==> src/rtl/fsm_ctrl_pkg.sv <==
// Shared types for the timed run/stop controller.
// State encodings match the legacy out_signal mapping so downstream decoders are unchanged.
package fsm_ctrl_pkg;

  localparam int unsigned STATE_W = 2;
  localparam int unsigned CMD_W   = 2;

  typedef enum logic [STATE_W-1:0] {
    IDLE  = 2'b00,
    RUN   = 2'b01,
    STOP  = 2'b10,
    FAULT = 2'b11
  } state_t;

  typedef enum logic [CMD_W-1:0] {
    CMD_NOP   = 2'b00,
    CMD_RUN   = 2'b01,
    CMD_STOP  = 2'b10,
    CMD_ABORT = 2'b11
  } cmd_t;

endpackage

==> src/rtl/fsm_ctrl_timed_if.sv <==
// Host <-> controller bundle: command handshake, liveness/acknowledge inputs, status outputs.
//   master: host side (drives cmd_valid/cmd/heartbeat/fault_clr)
//   slave : controller side (drives cmd_ready/state_out/busy/timeout_flag)
interface fsm_ctrl_timed_if;
  import fsm_ctrl_pkg::*;

  logic               cmd_valid;
  logic [CMD_W-1:0]   cmd;
  logic               cmd_ready;
  logic               heartbeat;
  logic               fault_clr;
  logic [STATE_W-1:0] state_out;
  logic               busy;
  logic               timeout_flag;

  modport master (
    output cmd_valid, cmd, heartbeat, fault_clr,
    input  cmd_ready, state_out, busy, timeout_flag
  );

  modport slave (
    input  cmd_valid, cmd, heartbeat, fault_clr,
    output cmd_ready, state_out, busy, timeout_flag
  );

endinterface

==> src/rtl/fsm_timer.sv <==
// Shared up-counter for the RUN watchdog and the STOP drain phase.
//   clk, reset_n : clock / async active-low reset
//   i_clr        : synchronous clear (wins over enable)
//   i_en         : count enable
//   i_term       : terminal value to compare against
//   o_at_term_c  : combinational, count == i_term
module fsm_timer #(
  parameter int unsigned TIMER_W = 16
) (
  input  logic               clk,
  input  logic               reset_n,
  input  logic               i_clr,
  input  logic               i_en,
  input  logic [TIMER_W-1:0] i_term,
  output logic               o_at_term_c
);

  logic [TIMER_W-1:0] r_count;

  // Counter never wraps in use: the controller clears it on the terminal compare.
  always_ff @(posedge clk or negedge reset_n) begin
    if (!reset_n) begin
      r_count <= '0;
    end else if (i_clr) begin
      r_count <= '0;
    end else if (i_en) begin
      r_count <= r_count + TIMER_W'(1);
    end
  end

  assign o_at_term_c = (r_count == i_term);

endmodule

==> src/rtl/fsm_ctrl_timed.sv <==
// Run/stop control FSM with command handshake, RUN watchdog, timed STOP drain and latched FAULT.
//   clk, reset_n : clock / async active-low reset
//   bus (slave)  : cmd_valid/cmd/cmd_ready handshake, heartbeat, fault_clr,
//                  state_out/busy/timeout_flag status (cmd_ready is combinational from state)
module fsm_ctrl_timed
  import fsm_ctrl_pkg::*;
#(
  parameter int unsigned TIMER_W     = 16,
  parameter int unsigned RUN_TIMEOUT = 1000,
  parameter int unsigned STOP_HOLD   = 4
) (
  input  logic             clk,
  input  logic             reset_n,
  fsm_ctrl_timed_if.slave  bus
);

  localparam longint unsigned TIMER_SPAN = 64'd1 << TIMER_W;
  localparam logic [TIMER_W-1:0] RUN_TERM  = TIMER_W'(RUN_TIMEOUT - 1);
  localparam logic [TIMER_W-1:0] STOP_TERM = TIMER_W'(STOP_HOLD - 1);

  // Reject parameter values the counter cannot represent.
  generate
    if (RUN_TIMEOUT < 2 || 64'(RUN_TIMEOUT) >= TIMER_SPAN) begin : g_bad_run_timeout
      $error("fsm_ctrl_timed: RUN_TIMEOUT out of range");
    end
    if (STOP_HOLD == 0 || 64'(STOP_HOLD) >= TIMER_SPAN) begin : g_bad_stop_hold
      $error("fsm_ctrl_timed: STOP_HOLD out of range");
    end
  endgenerate

  state_t             r_state;
  logic               r_busy;
  logic               r_timeout_flag;
  state_t             w_state_nxt;
  logic               w_tflag_nxt;
  logic               w_tmr_clr;
  logic               w_tmr_en;
  logic               w_at_term;
  logic               w_ready;
  logic               w_accept;
  cmd_t               w_cmd;
  logic [TIMER_W-1:0] w_term;

  assign w_ready  = (r_state == IDLE) || (r_state == RUN);
  assign w_accept = bus.cmd_valid && w_ready;
  assign w_cmd    = cmd_t'(bus.cmd);
  assign w_term   = (r_state == STOP) ? STOP_TERM : RUN_TERM;

  fsm_timer #(.TIMER_W(TIMER_W)) u_timer (
    .clk         (clk),
    .reset_n     (reset_n),
    .i_clr       (w_tmr_clr),
    .i_en        (w_tmr_en),
    .i_term      (w_term),
    .o_at_term_c (w_at_term)
  );

  // State and status registers; status tracks the next state so it lines up with state_out.
  always_ff @(posedge clk or negedge reset_n) begin
    if (!reset_n) begin
      r_state        <= IDLE;
      r_busy         <= 1'b0;
      r_timeout_flag <= 1'b0;
    end else begin
      r_state        <= w_state_nxt;
      r_busy         <= (w_state_nxt == RUN) || (w_state_nxt == STOP);
      r_timeout_flag <= w_tflag_nxt;
    end
  end

  // Next state and timer control. RUN priority: ABORT > STOP > restart > expiry.
  always_comb begin
    w_state_nxt = r_state;
    w_tflag_nxt = r_timeout_flag;
    w_tmr_clr   = 1'b0;
    w_tmr_en    = 1'b0;
    case (r_state)
      IDLE: begin
        w_tmr_clr = 1'b1;
        if (w_accept && w_cmd == CMD_RUN) begin
          w_state_nxt = RUN;
        end else if (w_accept && w_cmd == CMD_ABORT) begin
          w_state_nxt = FAULT;
          w_tflag_nxt = 1'b0;
        end
      end
      RUN: begin
        if (w_accept && w_cmd == CMD_ABORT) begin
          w_state_nxt = FAULT;
          w_tflag_nxt = 1'b0;
          w_tmr_clr   = 1'b1;
        end else if (w_accept && w_cmd == CMD_STOP) begin
          w_state_nxt = STOP;
          w_tmr_clr   = 1'b1;
        end else if (bus.heartbeat || (w_accept && w_cmd == CMD_RUN)) begin
          w_tmr_clr   = 1'b1;
        end else if (w_at_term) begin
          w_state_nxt = FAULT;
          w_tflag_nxt = 1'b1;
          w_tmr_clr   = 1'b1;
        end else begin
          w_tmr_en    = 1'b1;
        end
      end
      STOP: begin
        if (w_at_term) begin
          w_state_nxt = IDLE;
          w_tmr_clr   = 1'b1;
        end else begin
          w_tmr_en    = 1'b1;
        end
      end
      FAULT: begin
        w_tmr_clr = 1'b1;
        if (bus.fault_clr) begin
          w_state_nxt = IDLE;
          w_tflag_nxt = 1'b0;
        end
      end
      default: begin
        w_state_nxt = IDLE;
        w_tflag_nxt = 1'b0;
        w_tmr_clr   = 1'b1;
      end
    endcase
  end

  assign bus.cmd_ready    = w_ready;
  assign bus.state_out    = r_state;
  assign bus.busy         = r_busy;
  assign bus.timeout_flag = r_timeout_flag;

endmodule

==> src/flat_wrapper.sv <==
// flat-port wrapper written by rule: the top's interface ports become plain ports
module fsm_ctrl_timed_flat import fsm_ctrl_pkg::*;
#(
  parameter int unsigned TIMER_W     = 16,
  parameter int unsigned RUN_TIMEOUT = 1000,
  parameter int unsigned STOP_HOLD   = 4
)
  (clk, reset_n, bus_cmd_valid, bus_cmd, bus_heartbeat, bus_fault_clr, bus_cmd_ready, bus_state_out, bus_busy, bus_timeout_flag);
  fsm_ctrl_timed_if bus_i ();
  input  logic clk;
  input  logic reset_n;
  input wire logic [$bits(bus_i.cmd_valid)-1:0] bus_cmd_valid;
  input wire logic [$bits(bus_i.cmd)-1:0] bus_cmd;
  input wire logic [$bits(bus_i.heartbeat)-1:0] bus_heartbeat;
  input wire logic [$bits(bus_i.fault_clr)-1:0] bus_fault_clr;
  output wire logic [$bits(bus_i.cmd_ready)-1:0] bus_cmd_ready;
  output wire logic [$bits(bus_i.state_out)-1:0] bus_state_out;
  output wire logic [$bits(bus_i.busy)-1:0] bus_busy;
  output wire logic [$bits(bus_i.timeout_flag)-1:0] bus_timeout_flag;
  assign bus_i.cmd_valid = bus_cmd_valid;
  assign bus_i.cmd = bus_cmd;
  assign bus_i.heartbeat = bus_heartbeat;
  assign bus_i.fault_clr = bus_fault_clr;
  assign bus_cmd_ready = bus_i.cmd_ready;
  assign bus_state_out = bus_i.state_out;
  assign bus_busy = bus_i.busy;
  assign bus_timeout_flag = bus_i.timeout_flag;
  fsm_ctrl_timed #(.TIMER_W(TIMER_W), .RUN_TIMEOUT(RUN_TIMEOUT), .STOP_HOLD(STOP_HOLD)) u_core (.clk(clk), .reset_n(reset_n), .bus(bus_i));
endmodule
==> config.mk <==
export PLATFORM = sky130hd
export DESIGN_NAME = fsm_ctrl_timed_flat
export DESIGN_NICKNAME = d
export VERILOG_FILES = /design/src/rtl/fsm_ctrl_pkg.sv /design/src/rtl/fsm_ctrl_timed_if.sv /design/src/rtl/fsm_timer.sv /design/src/rtl/fsm_ctrl_timed.sv /design/src/flat_wrapper.sv
export SDC_FILE = /design/constraint.sdc
export NUM_CORES = 1
export LEC_CHECK = 0
export CORE_MARGIN = 3
export CORE_UTILIZATION = 57
export DETAILED_ROUTE_END_ITERATION = 8
export GPL_ROUTABILITY_DRIVEN = 0
export GPL_TIMING_DRIVEN = 0
export PLACE_DENSITY = 0.79
export REMOVE_ABC_BUFFERS = 1
export SLEW_MARGIN = 20
export SYNTH_ARGS = -nofsm -noshare
export SYNTH_HDL_FRONTEND = slang
export SYNTH_SLANG_ARGS = --single-unit
==> constraint.sdc <==
create_clock -name clk -period 3.3 [get_ports clk]
set_clock_uncertainty 0.15 [all_clocks]
set_input_delay 0.825 -clock clk [delete_from_list [all_inputs] [get_ports clk]]
set_output_delay 0.825 -clock clk [all_outputs]
set_load 0.02 [all_outputs]
==> qor.yml, run 1 <==
status: "finished, final reports clean"
irDropWorstVdd_mv: 0.4170
antenna_found_initial: 0
yosys.area.top_type: "dfrtp_1"
cts_max_level: 1
post-cts-setup-buffers: 0
synth_xor_area_share_pct: 4.363
io_pins: 12
synth_compound_area_share_pct: 22.08
fin_area_um2: 1515
max_slew_margin_pct: 42.10
power_density_nw_per_um2: 616.7
fin_crit_sh_pct: 93.54
synth_flop_cell: "dfrtp_1"
power_mw: 0.9344
grt_pass1_wl_um: 5616
worstPathRequired_ns: 2.32
slowest_stage: "clkdlybuf4s50_1"
cts_buffers: 3
setup_viol: 0
hold_viol: 0
initialDrtViolationCount: 78
synth_top_family_by_area: "simple AND/OR/NAND/NOR gates"
cts_sinks: 20
min_path_type: "reg -> reg"
crit_type: "reg -> out"
num_vias: 1227
worst-slew-pin-transition_ns: 0.8658
grt-ovfl-total: 0
synth_fa_ha_area_share_pct: 5.343
path_clk_slew_ns: 0.10
worstPathMaxFanout: 13
fin_crit_ns: 3.087
grt_pass1_vias: 1242
drive_gt1_share_pct: 10.26
hold_buffers: 0
netlist.area_leader.share_pct: 35.62
root_buffer: "clkbuf_4"
cp_top_family: "buffers and inverters"
yosys-top-cells-count: "dfrtp_1 (20), a21oi_1 (12), nor2_1 (10), inv_1 (8), nand3_1 (8)"
core-area_um2: 2276
synth_simple_gate_area_share_pct: 26.36
rsz0062_at_grt: "no"
clk_path_buf_depth: 2
syn_to_final_growth_pct: 7.836
cpPeakStageDelay_ns: 0.60
path_buf_inv: 2
cp-end-kind: "primary output"
grt_max_degree: 21
cts_tree: "done"
cts_resized: 0
cp.arrival_ns: 2.11
portBuffers: 11
wl_per_cell_um: 16.79
hpwl_um: 2208
wirelength_um: 3090
die_h_um: 55.65
dieArea_um2: 3097
synth_top_cells_by_area: "dfrtp_1 (36%), ha_1 (5.3%), a21oi_1 (4.3%)"
synth.most_common_cell: "dfrtp_1"
synth_seq_cells: 20
viasPerCell: 6.668
nets: 171
avgSynthCellArea_um2: 9.430
post_dp_cell_area_um2: 1493
antennaDiodeCount: 0
max_freq_ghz: 0.3240
netlist_area_um2: 1405
clk_latency_ns: 0.29
setup.worst_path.start_class: "flip-flop"
ys_types: 46
maxCapViolCount: 0
post-route-util_pct: 66.57
maxSlewViolCount: 0
p_leak_nw: 0.5748
antenna_left: 0
drc: 0
fin_cells: 184
start_util_pct: 61.74
synth_warnings: 0
yosysSeqAreaShare_pct: 35.62
syn_inst: 149
synth_edf_count: 0
synth_mux_area_share_pct: 0
placed_cells: 181
crit_chain: "inv_1 > ha_1 > or2_2 > clkdlybuf4s50_1"
async_flop_share_pct: 100.0
dieWidth_um: 55.65
num_rows: 17
drt-pass1-iter-count: 4
grt_usage_pct: 21.95
-- report_power, final --
group	switching (mW)	internal [mW]
clock	0.0682	0.0425
combinational	0.326	0.199
sequential	0.0278	0.271
total	0.422	0.512
-- area by class of cell --
class                      count  area [um^2]
clock buffer                   3        22.52
timing repair buffer          11        110.1
inverter                       8        30.03
sequential                    20        500.5
fill                         178        760.7
multi-input combinational    114        817.0
tap                           28        35.03
-- per-layer routing --
| layer | track usage [%] | up-vias | wire length (um) |
|---|---|---|---|
| met3 | 2.088 | 6 | 142 |
| met1 | 28.93 | 576 | 1355 |
| met2 | 37.84 | 50 | 1546 |
| met5 | 0 | - | 0 |
| met4 | 6.944 | 0 | 46 |
| li1 | - | 595 | - |
-- state kept, by name, indices dropped and copies added, names as in the netlist --
register,flops
u_core.bus.busy,1
u_core.bus.state_out,2
u_core.bus.timeout_flag,1
u_core.u_timer.r_count,16
-- path summary, 6_finish.rpt --
check                                        startpoint                         end  depth (start not counted)  slack (ns)
worst max-delay path            u_core.bus.state_out[1]               bus_cmd_ready                          4        0.21
worst min-delay path            u_core.bus.timeout_flag     u_core.bus.timeout_flag                          2        0.39
worst min register to register  u_core.bus.timeout_flag     u_core.bus.timeout_flag                          2        0.39
worst max register to register  u_core.bus.state_out[0]   u_core.u_timer.r_count[6]                          6        0.56
min in group asynchronous                       reset_n  u_core.u_timer.r_count[11]                          1        0.86
max in group asynchronous                       reset_n  u_core.u_timer.r_count[13]                          1        1.60
-- cell families after synthesis --
kind of cell	after synthesis
compound gates	42
xor+xnor	7
fa+ha+maj	6
buf+inv	15
flops	20
simple gates	59
-- worst reg2reg max path: stages (launching register included) --
cell	delay (ns)
dfrtp_1	0.46
inv_1	0.13
ha_1	0.36
and4b_2	0.31
o21a_1	0.39
or4_2	0.72
a21oi_1	0.16
-- metrics by stage --
stage                     hold slack, ns  setup TNS (ns)  worst slack [ns]
after floorplan                   0.3695               0            0.7794
after global placement            0.3680               0            0.1234
after detailed placement          0.3814        -0.03224          -0.01693
after CTS                         0.4043               0            0.2134
after global routing              0.4433               0           0.08315
final                             0.3941               0            0.2133
-- layout by cell type, fill, tap and decap left out, types with 3 or more instances in the layout --
cell / netlist / routed
nor2_1: 10 / 10
o31ai_1: 7 / 7
ha_1: 6 / 6
nand2_1: 6 / 6
nand3_1: 8 / 8
dfrtp_1: 20 / 20
or3_1: 3 / 3
o21ai_0: 5 / 4
a21oi_1: 12 / 12
clkdlybuf4s50_1: 0 / 11
o2111ai_1: 3 / 3
inv_1: 8 / 8
or4_1: 6 / 6
nor4_1: 5 / 5
clkbuf_4: 0 / 3
xnor2_1: 5 / 5
nor3_1: 3 / 3
Note: power is estimated with default switching activity, not from simulation.
==> inputs of run 2 (changes only) <==
--- a/config.mk
+++ b/config.mk
@@ -6,11 +6,12 @@
 export NUM_CORES = 1
 export LEC_CHECK = 0
 export CORE_MARGIN = 3
-export CORE_UTILIZATION = 57
+export CORE_UTILIZATION = 60
 export DETAILED_ROUTE_END_ITERATION = 8
+export DONT_BUFFER_PORTS = 1
 export GPL_ROUTABILITY_DRIVEN = 0
 export GPL_TIMING_DRIVEN = 0
-export PLACE_DENSITY = 0.79
+export PLACE_DENSITY = 0.76
 export REMOVE_ABC_BUFFERS = 1
 export SLEW_MARGIN = 20
 export SYNTH_ARGS = -nofsm -noshare
==> run 2 against run 1 <==
  * Combinational power shrank 17%
  * Clock power increased by 28%
  * Sequential share of layout area is 2.3 points higher
  * Fmax increased by 7.1%
  * Clock-buffer cell count increased by 1
  * Non-clock buffer count is 11 lower
  * Total power fell by 3.4%
  * Via count fell by 2.1%
  * Final area down 6.4%
  * Critical endpoint is now u_core.u_timer.r_count[6]
  * Largest cell class unchanged
  * Largest power group unchanged
==> qor.yml, run 2 (same netlist as run 1, synthesis figures left out) <==
status: "finished, final reports clean"
max_freq_ghz: 0.3471  # +7.1%
grt_pass1_vias: 1161  # -6.5%
antenna_left: 0  # unchanged
worstPathMaxFanout: 16  # +3
regArea_um2: 500.5  # unchanged
initialDrtViolationCount: 44  # -44%
hpwl_um: 2103  # -4.8%
num_rows: 16  # -1
placed_cells: 169  # -6.6%
antennaDiodeCount: 0  # unchanged
maxSlewViolCount: 0  # unchanged
max_slew_margin_pct: 46.16  # +4.1 points
finalSetupTns_ns: 0  # unchanged
antenna_found_initial: 0  # unchanged
intPower_mw: 0.4885  # -4.6%
root_buffer: "clkbuf_4"
io_pins: 12  # unchanged
cts_tree: "done"
drt-pass1-iter-count: 4  # unchanged
slowest_stage: "or4_2"
cts_max_level: 1  # unchanged
worstPathRequired_ns: 3.37  # +1.05 ns
portBuffers: 0  # -11
fin_crit_sh_pct: 87.31  # -6.2 points
setup.worst_path.start_class: "flip-flop"
hold_buffers: 0  # unchanged
cts_buffers: 3  # unchanged
p_seq_share_pct: 35.7  # +3.7 points
final_common_cell: "dfrtp_1"
clk_path_buf_depth: 2  # unchanged
grt_usage_pct: 24.04  # +2.1 points
num_vias: 1201  # -2.1%
post-cts-setup-buffers: 0  # unchanged
die_h_um: 54.39  # -2.3%
layout_common_cells: "dfrtp_1 (20), a21oi_1 (12), nor2_1 (10)"
regMostFlops: "u_core.u_timer.r_count"
cp.arrival_ns: 2.95  # +0.84 ns
wl_per_cell_um: 16.71  # -0.49%
start_util_pct: 67.49  # +5.8 points
nFillCells: 164  # -7.9%
drc: 0  # unchanged
cts_sinks: 20  # unchanged
combinationalPowerShare_pct: 48.6  # -7.6 points
viasPerCell: 6.942  # +4.1%
clkPwrFrac_pct: 15.8  # +4.0 points
hold_viol: 0  # unchanged
post_dp_cell_area_um2: 1381  # -7.5%
dieArea_um2: 2958  # -4.5%
path_clk_slew_ns: 0.12  # +0.02 ns
crit_type: "reg -> reg"
power_mw: 0.9025  # -3.4%
grt-ovfl-total: 0  # unchanged
cpPeakStageDelay_ns: 0.72  # +0.12 ns
fin_crit_ns: 2.881  # -0.2054 ns
crit_chain: "inv_1 > ha_1 > and4b_2 > o21a_1 > or4_2 > a21oi_1"
cp-end-kind: "flip-flop"
syn_to_final_growth_pct: 0.8905
p_switching_mw: 0.4140  # -2.0%
min_path_type: "in -> async"
p_leak_nw: 0.5399  # -6.1%
clk_latency_ns: 0.30  # about the same
dieWidth_um: 54.39  # -2.3%
maxCapViolCount: 0  # unchanged
irDropWorstVdd_mv: 0.5364  # +29%
hold_ws_ns: 0.05039  # -0.3438 ns
largest_reg_flops: 16  # unchanged
multiInputGateArea_um2: 817.0  # unchanged
setup_viol: 0  # unchanged
core-area_um2: 2082  # -8.5%
wirelength_um: 2891  # -6.4%
grt_max_degree: 21  # unchanged
power_density_nw_per_um2: 636.6  # +3.2%
grt_pass1_wl_um: 5223  # -7.0%
fin_area_um2: 1418  # -6.4%
switching_share_pct: 45.87  # +0.67 points
cts_resized: 0  # unchanged
fin_cells: 173  # -6.0%
rsz0062_at_grt: "no"
nets: 160  # -6.4%
drive_gt1_share_pct: 11.64  # +1.4 points
worst-slew-pin-transition_ns: 0.8076  # -0.05817 ns
==> run 2: cell types whose count changed in the layout (fill, tap and decap cells not counted), sizes merged <==
cell and change:
clkbuf +1, clkdlybuf4s50 -11
==> run 2: stage by stage <==
| step | setup slack [ns] | utilization [%] |
|---|---|---|
| 2_1_floorplan | 0.7794 | - |
| 3_3_place_gp | 0.5466 | 66.35 |
| 3_5_place_dp | 0.4006 | 66.35 |
| 4_1_cts | 0.3772 | 68.09 |
| 5_1_grt | 0.3059 | 68.09 |
| 6_report | 0.4187 | 68.09 |
==> run 2: layout make-up <==
| type | instances | area share [%] |
|---|---|---|
| tap | 27 | 2.383 |
| inverter | 8 | 2.118 |
| clock buffer | 4 | 2.560 |
| sequential | 20 | 35.30 |
| multi-input combinational | 114 | 57.63 |
==> run 2: power by group through the flow <==
| stage | sequential [mW] | clock (mW) | combinational, mW |
|---|---|---|---|
| floorplan | 0.318 | 0 | 0.347 |
| global placement | 0.324 | 0 | 0.420 |
| detailed placement | 0.327 | 0 | 0.432 |
| CTS | 0.322 | 0.147 | 0.435 |
| global route | 0.327 | 0.159 | 0.485 |
| finish | 0.322 | 0.142 | 0.438 |
==> run 2: worst paths after layout <==
| check | cells past startpoint | endpoint | from | slack, ns |
|---|---|---|---|---|
| min in group clk | 2 | u_core.u_timer.r_count[15] | u_core.u_timer.r_count[15] | 0.42 |
| max reg2reg | 6 | u_core.u_timer.r_count[6] | u_core.bus.state_out[0] | 0.42 |
| min reg2reg | 2 | u_core.u_timer.r_count[15] | u_core.u_timer.r_count[15] | 0.42 |
| max | 6 | u_core.u_timer.r_count[6] | u_core.bus.state_out[0] | 0.42 |
| min | 0 | u_core.u_timer.r_count[11] | reset_n | 0.05 |
| max in group asynchronous | 0 | u_core.bus.state_out[0] | reset_n | 2.87 |
==> run 2: per-layer routing <==
metal,share of wire (%),GRT usage [%]
met4,0.28,6.224
met1,46,35.21
met3,5.7,3.270
met5,0,0
met2,48,37.05
==> run 2: worst max-delay path, delay by kind of cell (launching register included) <==
kind                     cells  cell delay [ns]
adder cells (fa/ha/maj)      1             0.36
AND/OR/NAND/NOR              2             1.03
buffers and inverters        1             0.17
AO/OA/AOI/OAI                2             0.56
flip-flops                   1             0.53
